`config.mk`:
```
export PLATFORM = sky130hd
export DESIGN_NAME = kirsch_amsg_pipe_flat
export DESIGN_NICKNAME = d
export VERILOG_FILES = /design/src/rtl/kirsch_amsg_pipe_if.sv /design/src/rtl/kirsch_amsg_pipe.sv /design/src/flat_wrapper.sv
export SDC_FILE = /design/constraint.sdc
export NUM_CORES = 1
export LEC_CHECK = 0
export BUFFER_PORTS_ARGS = -buffer_cell sky130_fd_sc_hd__buf_2
export CAP_MARGIN = 20
export CORE_MARGIN = 8
export CORE_UTILIZATION = 40
export DETAILED_ROUTE_END_ITERATION = 10
export PLACE_DENSITY = 0.61
export RECOVER_POWER = 50
export REMOVE_ABC_BUFFERS = 1
export SYNTH_ARGS = -nofsm -noshare
export SYNTH_HDL_FRONTEND = slang
export SYNTH_SLANG_ARGS = --single-unit
```
`constraint.sdc`:
```
create_clock -name clk -period 17.4 [get_ports clk]
set_input_delay 1.74 -clock clk [delete_from_list [all_inputs] [get_ports clk]]
set_output_delay 1.74 -clock clk [all_outputs]
set_load 0.03 [all_outputs]
```
`src/rtl/kirsch_amsg_pipe_if.sv`:
```
// Window-in / edge-out handshake bundle for kirsch_amsg_pipe.
// thr and edge_out exist only when KIRSCH_THRESH_EN is defined.
interface kirsch_amsg_pipe_if #(
  parameter int PIX_W = 8
);
  logic             in_valid;
  logic             in_ready;
  logic [PIX_W-1:0] p1, p2, p3, p4, p6, p7, p8, p9;
  logic [2:0]       dir_sel;
  logic             max_mode;
  logic             out_valid;
  logic             out_ready;
  logic [PIX_W-1:0] y_out;
  logic [2:0]       dir_out;
`ifdef KIRSCH_THRESH_EN
  logic [PIX_W-1:0] thr;
  logic             edge_out;
`endif

  modport master (
`ifdef KIRSCH_THRESH_EN
    output thr,
    input  edge_out,
`endif
    output in_valid, p1, p2, p3, p4, p6, p7, p8, p9, dir_sel, max_mode, out_ready,
    input  in_ready, out_valid, y_out, dir_out
  );

  modport slave (
`ifdef KIRSCH_THRESH_EN
    input  thr,
    output edge_out,
`endif
    input  in_valid, p1, p2, p3, p4, p6, p7, p8, p9, dir_sel, max_mode, out_ready,
    output in_ready, out_valid, y_out, dir_out
  );
endinterface

```
`src/rtl/kirsch_amsg_pipe.sv`:
```
// 3-stage Kirsch compass-edge engine (single direction or max/argmax over all 8).
// Optional threshold output enabled by defining KIRSCH_THRESH_EN.
module kirsch_amsg_pipe #(
  parameter int PIX_W = 8
) (
  input  logic               clk,
  input  logic               rst_n,
  kirsch_amsg_pipe_if.slave  bus
);
  localparam int INT_W = PIX_W + 5;
  localparam int A_W   = PIX_W + 2;
  localparam int T_W   = PIX_W + 3;

  // R = 8A - 3T evaluated modulo 2^INT_W; the true R always fits, so wrap-around cancels.
  function automatic logic [PIX_W-1:0] sat_resp(input logic [A_W-1:0] a, input logic [T_W-1:0] t);
    logic [INT_W-1:0] r;
    logic [PIX_W-1:0] y;
    r = {a, 3'b000} - ({1'b0, t, 1'b0} + {2'b00, t});
    if (r[INT_W-1]) begin
      y = {PIX_W{1'b0}};
    end else if (|r[INT_W-2:PIX_W]) begin
      y = {PIX_W{1'b1}};
    end else begin
      y = r[PIX_W-1:0];
    end
    return y;
  endfunction

  logic             v1_r, v2_r, v3_r;
  logic             adv1_s, adv2_s, adv3_s;
  logic [PIX_W-1:0] ring_s [8];
  logic [T_W-1:0]   t_s, t1_r;
  logic [A_W-1:0]   a_s [8];
  logic [A_W-1:0]   a1_r [8];
  logic [2:0]       dir1_r, dir2_r, dir_r;
  logic             max1_r, max2_r;
  logic [PIX_W-1:0] sat_s [8];
  logic [PIX_W-1:0] y2_r [8];
  logic [PIX_W-1:0] best_y_s, y_r;
  logic [2:0]       best_d_s;
`ifdef KIRSCH_THRESH_EN
  logic [PIX_W-1:0] thr1_r, thr2_r;
  logic             edge_r;
`endif

  assign adv3_s       = !v3_r | bus.out_ready;
  assign adv2_s       = !v2_r | adv3_s;
  assign adv1_s       = !v1_r | adv2_s;
  assign bus.in_ready = adv1_s;

  // Neighbour ring, total sum and the eight 3-pixel arc sums.
  always_comb begin
    ring_s[0] = bus.p1;
    ring_s[1] = bus.p2;
    ring_s[2] = bus.p3;
    ring_s[3] = bus.p6;
    ring_s[4] = bus.p9;
    ring_s[5] = bus.p8;
    ring_s[6] = bus.p7;
    ring_s[7] = bus.p4;
    t_s = {T_W{1'b0}};
    for (int k = 0; k < 8; k++) begin
      t_s = t_s + T_W'(ring_s[k]);
    end
    for (int d = 0; d < 8; d++) begin
      a_s[d] = A_W'(ring_s[d]) + A_W'(ring_s[3'(d + 1)]) + A_W'(ring_s[3'(d + 2)]);
    end
  end

  // Stage 1: sums plus the window's control fields.
  always_ff @(posedge clk or negedge rst_n) begin
    if (!rst_n) begin
      v1_r   <= 1'b0;
      t1_r   <= {T_W{1'b0}};
      dir1_r <= 3'd0;
      max1_r <= 1'b0;
      for (int d = 0; d < 8; d++) a1_r[d] <= {A_W{1'b0}};
`ifdef KIRSCH_THRESH_EN
      thr1_r <= {PIX_W{1'b0}};
`endif
    end else if (adv1_s) begin
      v1_r   <= bus.in_valid;
      t1_r   <= t_s;
      dir1_r <= bus.dir_sel;
      max1_r <= bus.max_mode;
      a1_r   <= a_s;
`ifdef KIRSCH_THRESH_EN
      thr1_r <= bus.thr;
`endif
    end
  end

  // Saturated response for every direction.
  always_comb begin
    for (int d = 0; d < 8; d++) begin
      sat_s[d] = sat_resp(a1_r[d], t1_r);
    end
  end

  // Stage 2: eight saturated responses.
  always_ff @(posedge clk or negedge rst_n) begin
    if (!rst_n) begin
      v2_r   <= 1'b0;
      dir2_r <= 3'd0;
      max2_r <= 1'b0;
      for (int d = 0; d < 8; d++) y2_r[d] <= {PIX_W{1'b0}};
`ifdef KIRSCH_THRESH_EN
      thr2_r <= {PIX_W{1'b0}};
`endif
    end else if (adv2_s) begin
      v2_r   <= v1_r;
      dir2_r <= dir1_r;
      max2_r <= max1_r;
      y2_r   <= sat_s;
`ifdef KIRSCH_THRESH_EN
      thr2_r <= thr1_r;
`endif
    end
  end

  // Strict greater-than keeps the lowest direction on ties.
  always_comb begin
    best_y_s = y2_r[0];
    best_d_s = 3'd0;
    if (max2_r) begin
      for (int d = 1; d < 8; d++) begin
        if (y2_r[d] > best_y_s) begin
          best_y_s = y2_r[d];
          best_d_s = 3'(d);
        end else begin
          best_y_s = best_y_s;
          best_d_s = best_d_s;
        end
      end
    end else begin
      best_y_s = y2_r[dir2_r];
      best_d_s = dir2_r;
    end
  end

  // Stage 3: registered result; data only replaced by a valid window.
  always_ff @(posedge clk or negedge rst_n) begin
    if (!rst_n) begin
      v3_r   <= 1'b0;
      y_r    <= {PIX_W{1'b0}};
      dir_r  <= 3'd0;
`ifdef KIRSCH_THRESH_EN
      edge_r <= 1'b0;
`endif
    end else if (adv3_s) begin
      v3_r <= v2_r;
      if (v2_r) begin
        y_r    <= best_y_s;
        dir_r  <= best_d_s;
`ifdef KIRSCH_THRESH_EN
        edge_r <= (best_y_s >= thr2_r);
`endif
      end
    end
  end

  assign bus.out_valid = v3_r;
  assign bus.y_out     = y_r;
  assign bus.dir_out   = dir_r;
`ifdef KIRSCH_THRESH_EN
  assign bus.edge_out  = edge_r;
`endif
endmodule

```
`src/flat_wrapper.sv`:
```
// flat-port wrapper written by rule: the top's interface ports become plain ports
module kirsch_amsg_pipe_flat 
#(
  parameter int PIX_W = 8
)
  (clk, rst_n, bus_in_valid, bus_p1, bus_p2, bus_p3, bus_p4, bus_p6, bus_p7, bus_p8, bus_p9, bus_dir_sel, bus_max_mode, bus_out_ready, bus_in_ready, bus_out_valid, bus_y_out, bus_dir_out);
  kirsch_amsg_pipe_if #(.PIX_W(PIX_W)) bus_i ();
  input  logic clk;
  input  logic rst_n;
  input wire logic [$bits(bus_i.in_valid)-1:0] bus_in_valid;
  input wire logic [$bits(bus_i.p1)-1:0] bus_p1;
  input wire logic [$bits(bus_i.p2)-1:0] bus_p2;
  input wire logic [$bits(bus_i.p3)-1:0] bus_p3;
  input wire logic [$bits(bus_i.p4)-1:0] bus_p4;
  input wire logic [$bits(bus_i.p6)-1:0] bus_p6;
  input wire logic [$bits(bus_i.p7)-1:0] bus_p7;
  input wire logic [$bits(bus_i.p8)-1:0] bus_p8;
  input wire logic [$bits(bus_i.p9)-1:0] bus_p9;
  input wire logic [$bits(bus_i.dir_sel)-1:0] bus_dir_sel;
  input wire logic [$bits(bus_i.max_mode)-1:0] bus_max_mode;
  input wire logic [$bits(bus_i.out_ready)-1:0] bus_out_ready;
  output wire logic [$bits(bus_i.in_ready)-1:0] bus_in_ready;
  output wire logic [$bits(bus_i.out_valid)-1:0] bus_out_valid;
  output wire logic [$bits(bus_i.y_out)-1:0] bus_y_out;
  output wire logic [$bits(bus_i.dir_out)-1:0] bus_dir_out;
  assign bus_i.in_valid = bus_in_valid;
  assign bus_i.p1 = bus_p1;
  assign bus_i.p2 = bus_p2;
  assign bus_i.p3 = bus_p3;
  assign bus_i.p4 = bus_p4;
  assign bus_i.p6 = bus_p6;
  assign bus_i.p7 = bus_p7;
  assign bus_i.p8 = bus_p8;
  assign bus_i.p9 = bus_p9;
  assign bus_i.dir_sel = bus_dir_sel;
  assign bus_i.max_mode = bus_max_mode;
  assign bus_i.out_ready = bus_out_ready;
  assign bus_in_ready = bus_i.in_ready;
  assign bus_out_valid = bus_i.out_valid;
  assign bus_y_out = bus_i.y_out;
  assign bus_dir_out = bus_i.dir_out;
  kirsch_amsg_pipe #(.PIX_W(PIX_W)) u_core (.clk(clk), .rst_n(rst_n), .bus(bus_i));
endmodule
```
==> impl_metrics.json, run 1 <==
{
  "grt_pass1_wl_mm": 45.7,
  "min_period_over_period_pct": 81.0,
  "wl_mm": 27.4,
  "cp_slowest_cell": "o31ai_4",
  "finalMaxSlewViolations": 154,
  "finalCriticalPeriod_ns": 14.10,
  "post_cts_resized": 0,
  "end_kind": "flop",
  "worst_pin_slew_ns": 2.79,
  "drtIter0Drc": 451,
  "fmax_mhz": 70.9,
  "area_delta_synth_final_pct": 9.49,
  "wl_per_cell_um": 16.2,
  "multi_input_area_um2": 7980,
  "root_buffer": "clkbuf_16",
  "drc": 0,
  "mappedNetlistArea_um2": 11000,
  "antenna-diode-count": 0,
  "tns_ns": 0,
  "drive_gt1_share_pct": 11.2,
  "synth.most_common_cell": "ha_1",
  "cts_tree": "done",
  "synth_xor_xnor_area_share_pct": 5.97,
  "grt_pass1_vias": 9239,
  "synth.avg_cell_area_um2": 8.61,
  "clk_path_buf_depth": 2,
  "synth_top_family_by_area": "adder cells",
  "relSlewSlack_pct": -85.9,
  "ys_seq_elements": 95,
  "crit_arrival_ns": 14.36,
  "die_h_um": 182,
  "ys_warn_count": 0,
  "violations": "max-capacitance violations, max-slew violations",
  "synthCells": 1280,
  "gr-total-overflow": 0,
  "synth.distinct_cells": 75,
  "yosysTopAreaCellShare_pct": 21.6,
  "max_stage_delay_ns": 0.58,
  "viasPerCell": 5.32,
  "cp_max_fo": 17,
  "outcome": "finished, violations left",
  "coreArea_um2": 27000,
  "netlist.top_cell.by_area": "dfrtp_1",
  "fin_nets": 1611,
  "crit_type": "reg -> reg",
  "skew_ns": 0.0123,
  "path_common_cell": "ha_1",
  "dpl.hpwl_mm": 22.2,
  "htree_levels": 3,
  "cap_violations": 3,
  "yosysSeqAreaShare_pct": 21.6,
  "dr.pass1.iters": 5,
  "cts-hold-fix-buffers": 0,
  "regArea_um2": 2380,
  "required_ns": 17.66,
  "synth-edff-count": 0,
  "cts_buffers": 9,
  "clock-sinks": 95,
  "routabilityCongestion": 0.932,
  "nFillCells": 2709,
  "synthSimpleGateAreaFrac_pct": 13.3,
  "antenna_left": 0,
  "ys.flop_type": "dfrtp_1",
  "setup-violations-final": 0,
  "hold_class": "reg -> reg",
  "clk_pin_slew_worst_paths_ns": 0.08,
  "dr_total_vias": 8965,
  "rsz0062_at_grt": "no",
  "ys_top_cells_by_count": "ha_1 (154), inv_1 (136), a21oi_1 (130), nand2_1 (118), nor2_1 (103)",
  "top_level_ports": 85,
  "synth_compound_area_share_pct": 21.4,
  "grt_max_degree": 63,
  "port_buffers": 84,
  "start_util_pct": 40.8,
  "std_cell_rows": 60,
  "cp-start-kind": "flop",
  "worstSkewPairLatency_ns": 0.36,
  "synthTopCellsByArea": "dfrtp_1 (22%), ha_1 (17%), fa_1 (8.2%), a21oi_1 (5.9%), inv_1 (4.6%)",
  "async_flop_share_pct": 100,
  "grtUsageTotal_pct": 16.9,
  "die_area_um2": 33100,
  "reg2reg_slack_ns": 3.30,
  "synth_fa_ha_area_share_pct": 25.7,
  "synth.area.mux_share_pct": 5.96,
  "hold_viol": 0,
  "antenna_found_initial": 0,
  "dieWidth_um": 182,
  "cts_setup_buffers": 0
}
==> sequential cells by signal, indices dropped and copies added (netlist names) <==
| register | cells |
|---|---|
| u_core.bus.y_out | 8 |
| u_core.bus.dir_out | 3 |
| u_core.max2_r | 1 |
| u_core.a1_r | 30 |
| u_core.bus.out_valid | 1 |
| u_core.dir2_r | 3 |
| u_core.t1_r | 11 |
| u_core.y2_r | 32 |
| u_core.max1_r | 1 |
| u_core.v1_r | 1 |
| u_core.v2_r | 1 |
| u_core.dir1_r | 3 |
==> final timing paths <==
| path | from | to | depth (start not counted) |
|---|---|---|---|
| min in group asynchronous | rst_n | u_core.a1_r[0]$_DFFE_PN0P_ | 1 |
| max reg2reg | u_core.y2_r[49]$_DFFE_PN0P_ | u_core.bus.y_out[1]$_DFFE_PN0P_ | 64 |
| min reg2reg | u_core.v1_r$_DFFE_PN0P_ | u_core.v2_r$_DFFE_PN0P_ | 1 |
| max in group asynchronous | rst_n | u_core.a1_r[3]$_DFFE_PN0P_ | 2 |
| min | u_core.v1_r$_DFFE_PN0P_ | u_core.v2_r$_DFFE_PN0P_ | 1 |
| max | u_core.y2_r[49]$_DFFE_PN0P_ | u_core.bus.y_out[1]$_DFFE_PN0P_ | 64 |
==> logic make-up (layout without fill, tap and decap cells) <==
logic type	after synthesis	in the layout
AO/OA/AOI/OAI	366	366
XOR/XNOR	72	72
adder cells (fa/ha/maj)	199	199
buffers and inverters	177	242
flip-flops	95	95
multiplexers	54	54
AND/OR/NAND/NOR	317	317
==> layout by cell type (no fill, tap or decap), types with 9 or more instances in the layout <==
| master | synthesis | routed |
|---|---|---|
| a31oi_1 | 10 | 9 |
| o31ai_1 | 14 | 14 |
| nand2b_1 | 19 | 19 |
| nor2b_1 | 10 | 10 |
| nor2_1 | 103 | 102 |
| ha_1 | 154 | 154 |
| o21ai_0 | 63 | 63 |
| buf_2 | 4 | 79 |
| fa_1 | 45 | 45 |
| o21bai_1 | 34 | 34 |
| mux2i_1 | 30 | 30 |
| o21a_1 | 13 | 13 |
| xor2_1 | 20 | 20 |
| a21o_1 | 33 | 33 |
| xnor2_1 | 50 | 50 |
| dfrtp_1 | 95 | 95 |
| inv_1 | 136 | 136 |
| nand3_1 | 16 | 16 |
| nor3_1 | 12 | 12 |
| nand2_1 | 118 | 118 |
| mux2_2 | 11 | 11 |
| a21oi_1 | 130 | 130 |
| clkbuf_16 | 0 | 9 |
==> metrics by stage <==
step / area [um2] / setup slack, ns / utilization [%] / hold slack [ns] / std cells
2_1_floorplan: 10900 / 4.03 / - / 0.430 / 1240
3_3_place_gp: 11700 / 3.28 / 43.4 / 0.442 / 1668
3_5_place_dp: 11800 / 2.93 / 43.5 / 0.458 / 1669
4_1_cts: 12100 / 2.88 / 44.6 / 0.477 / 1685
5_1_grt: 12100 / 2.15 / 44.6 / 0.487 / 1686
6_report: 12100 / 3.30 / 44.6 / 0.469 / 1686
==> layout make-up <==
type	count	area share [%]
Clock buffer	10	1.98
Clock inverter	6	0.477
Inverter	137	4.26
Multi-Input combinational cell	1008	66.1
Sequential cell	95	19.7
Tap cell	341	3.54
Timing Repair Buffer	89	3.91
==> metal layers <==
metal | global-route usage, % | part of all wire, % | vias to the layer above
met5 | 0 | 0 | -
met4 | 4.89 | 1.9 | 0
met3 | 2.12 | 2.8 | 28
met2 | 30.7 | 50 | 154
met1 | 20.4 | 45 | 4209
li1 | - | - | 4574
==> critical path: cells and delay by family (launching register included) <==
family	cells	cell delay [ns]
compound gates	29	6.14
fa+ha+maj	7	1.92
buf+inv	4	0.43
flops	1	0.41
mux	5	1.47
simple gates	19	3.66
Power of run 1 is left out: the tool's default activity adds up to more than one toggle a clock period on the data nets, which glitch-free logic cannot reach.
==> run 2: changes to the inputs <==
==> constraint.sdc (replaced) <==
create_clock -name clk -period 13.5 [get_ports clk]
set_input_delay 1.35 -clock clk [delete_from_list [all_inputs] [get_ports clk]]
set_output_delay 1.35 -clock clk [all_outputs]
set_load 0.03 [all_outputs]
==> impl_metrics.json, run 2 (synthesis results as in run 1) <==
{
  "outcome": "finished, violations left",
  "violations": "max-capacitance violations, max-slew violations",
  "end_kind": "flop",
  "dieWidth_um": 182,
  "cp-start-kind": "flop",
  "antenna_left": 0,
  "skew_ns": 0.00999,
  "std_cell_rows": 60,
  "relSlewSlack_pct": -109,
  "cp_max_fo": 14,
  "worstRegToRegCells": 64,
  "required_ns": 13.76,
  "antenna-diode-count": 0,
  "clk_pin_slew_worst_paths_ns": 0.07,
  "start_util_pct": 40.8,
  "cap_violations": 3,
  "tns_ns": 0,
  "post-place-ws_ns": 0.607,
  "coreArea_um2": 27000,
  "grt_pass1_vias": 9158,
  "clk_path_buf_depth": 2,
  "cp_slowest_cell": "dfrtp_1",
  "port_buffers": 84,
  "largest_register": "u_core.y2_r",
  "reg2reg_to": "u_core.bus.y_out[3]$_DFFE_PN0P_",
  "grt_max_degree": 63,
  "routabilityCongestion": 0.903,
  "antenna_found_initial": 0,
  "mostFrequentLayoutCells": "ha_1 (154), inv_1 (136), a21oi_1 (127)",
  "setup_slack_ns": 0.882,
  "min_period_over_period_pct": 93.5,
  "worst_pin_slew_ns": 3.13,
  "fmax_mhz": 79.3,
  "die_area_um2": 33100,
  "crit_type": "reg -> reg",
  "min_path_cells": 1,
  "cts_tree": "done",
  "drtIter0Drc": 537,
  "largestRegisters": "u_core.y2_r: 32 flops, u_core.a1_r: 30 flops, u_core.t1_r: 11 flops",
  "hold_viol": 0,
  "dpl.hpwl_mm": 22.5,
  "wl_mm": 27.8,
  "reg2reg_slack_ns": 0.88,
  "max_stage_delay_ns": 0.43,
  "fin_nets": 1621,
  "die_h_um": 182,
  "grtUsageTotal_pct": 16.9,
  "drive_gt1_share_pct": 11.5,
  "grt_pass1_wl_mm": 45.9,
  "hold_class": "reg -> reg",
  "fin_util_pct": 44.9,
  "viasPerCell": 5.35,
  "htree_levels": 3,
  "setup-violations-final": 0,
  "r2r_start": "u_core.y2_r[49]$_DFFE_PN0P_",
  "top_level_ports": 85,
  "final_common_cell": "ha_1",
  "wl_per_cell_um": 16.4,
  "largest_reg_flops": 32,
  "min_to": "u_core.v2_r$_DFFE_PN0P_",
  "finalMaxSlewViolations": 154,
  "root_buffer": "clkbuf_16",
  "gr-total-overflow": 0,
  "crit_start": "u_core.y2_r[49]$_DFFE_PN0P_",
  "cts_buffers": 9,
  "clock-sinks": 95,
  "path_common_cell": "ha_1",
  "area_delta_synth_final_pct": 10.1,
  "dr_total_vias": 9073,
  "worstSkewPairLatency_ns": 0.36,
  "min_from": "u_core.v1_r$_DFFE_PN0P_",
  "finalCriticalPeriod_ns": 12.62,
  "crit_arrival_ns": 12.88,
  "dr.pass1.iters": 4,
  "drc": 0
}
==> run 2: layout make-up <==
type | count | area [um2]
fill | 2727 | 14900
multi-input combinational | 1008 | 8010
sequential | 95 | 2380
inverter | 137 | 514
timing repair buffer | 99 | 512
tap | 341 | 427
clock buffer | 9 | 225
clock inverter | 6 | 68.8
==> run 2: worst max path at each step <==
stage | end | slack (ns) | depth (start not counted)
floorplan | u_core.bus.y_out[0]$_DFFE_PN0P_ | 0.13 | 63
global placement | u_core.bus.y_out[3]$_DFFE_PN0P_ | 0.83 | 63
detailed placement | u_core.bus.y_out[3]$_DFFE_PN0P_ | 0.61 | 65
CTS | u_core.bus.y_out[3]$_DFFE_PN0P_ | 0.56 | 64
global route | u_core.bus.y_out[4]$_DFFE_PN0P_ | -0.03 | 66
finish | u_core.bus.y_out[3]$_DFFE_PN0P_ | 0.88 | 64
==> run 2: worst max-delay path, delay by kind of cell (launching register included) <==
| kind | cells | cell delay (ns) |
|---|---|---|
| AO/OA/AOI/OAI | 29 | 5.21 |
| AND/OR/NAND/NOR | 17 | 2.69 |
| adder cells (fa/ha/maj) | 7 | 1.97 |
| multiplexers | 5 | 1.41 |
| buffers and inverters | 6 | 0.82 |
| flip-flops | 1 | 0.43 |
==> run 2: through the flow <==
step	area (um2)	hold slack, ns	cells
floorplan	10900	0.430	1240
global placement	11800	0.443	1674
detailed placement	11800	0.452	1674
CTS	12100	0.464	1689
global route	12100	0.488	1695
finish	12100	0.458	1695
==> run 2: repair_timing <==
action | 4_1_cts | 5_1_grt
hold buffers | 0 | 0
setup buffers | 0 | 6
resized for setup | 0 | 7
endpoints found under the setup margin | 0 | 11
==> run 2: per-layer routing <==
metal	GRT usage (%)	share of wire, %	routed length, um	vias to the layer above
met1	20.9	46	12900	4325
met4	4.17	1.3	371	0
met3	1.60	1.9	533	23
met5	0	0	0	-
met2	31.1	51	14100	119
li1	-	-	-	4606
Power of run 2 is left out for the same reason.
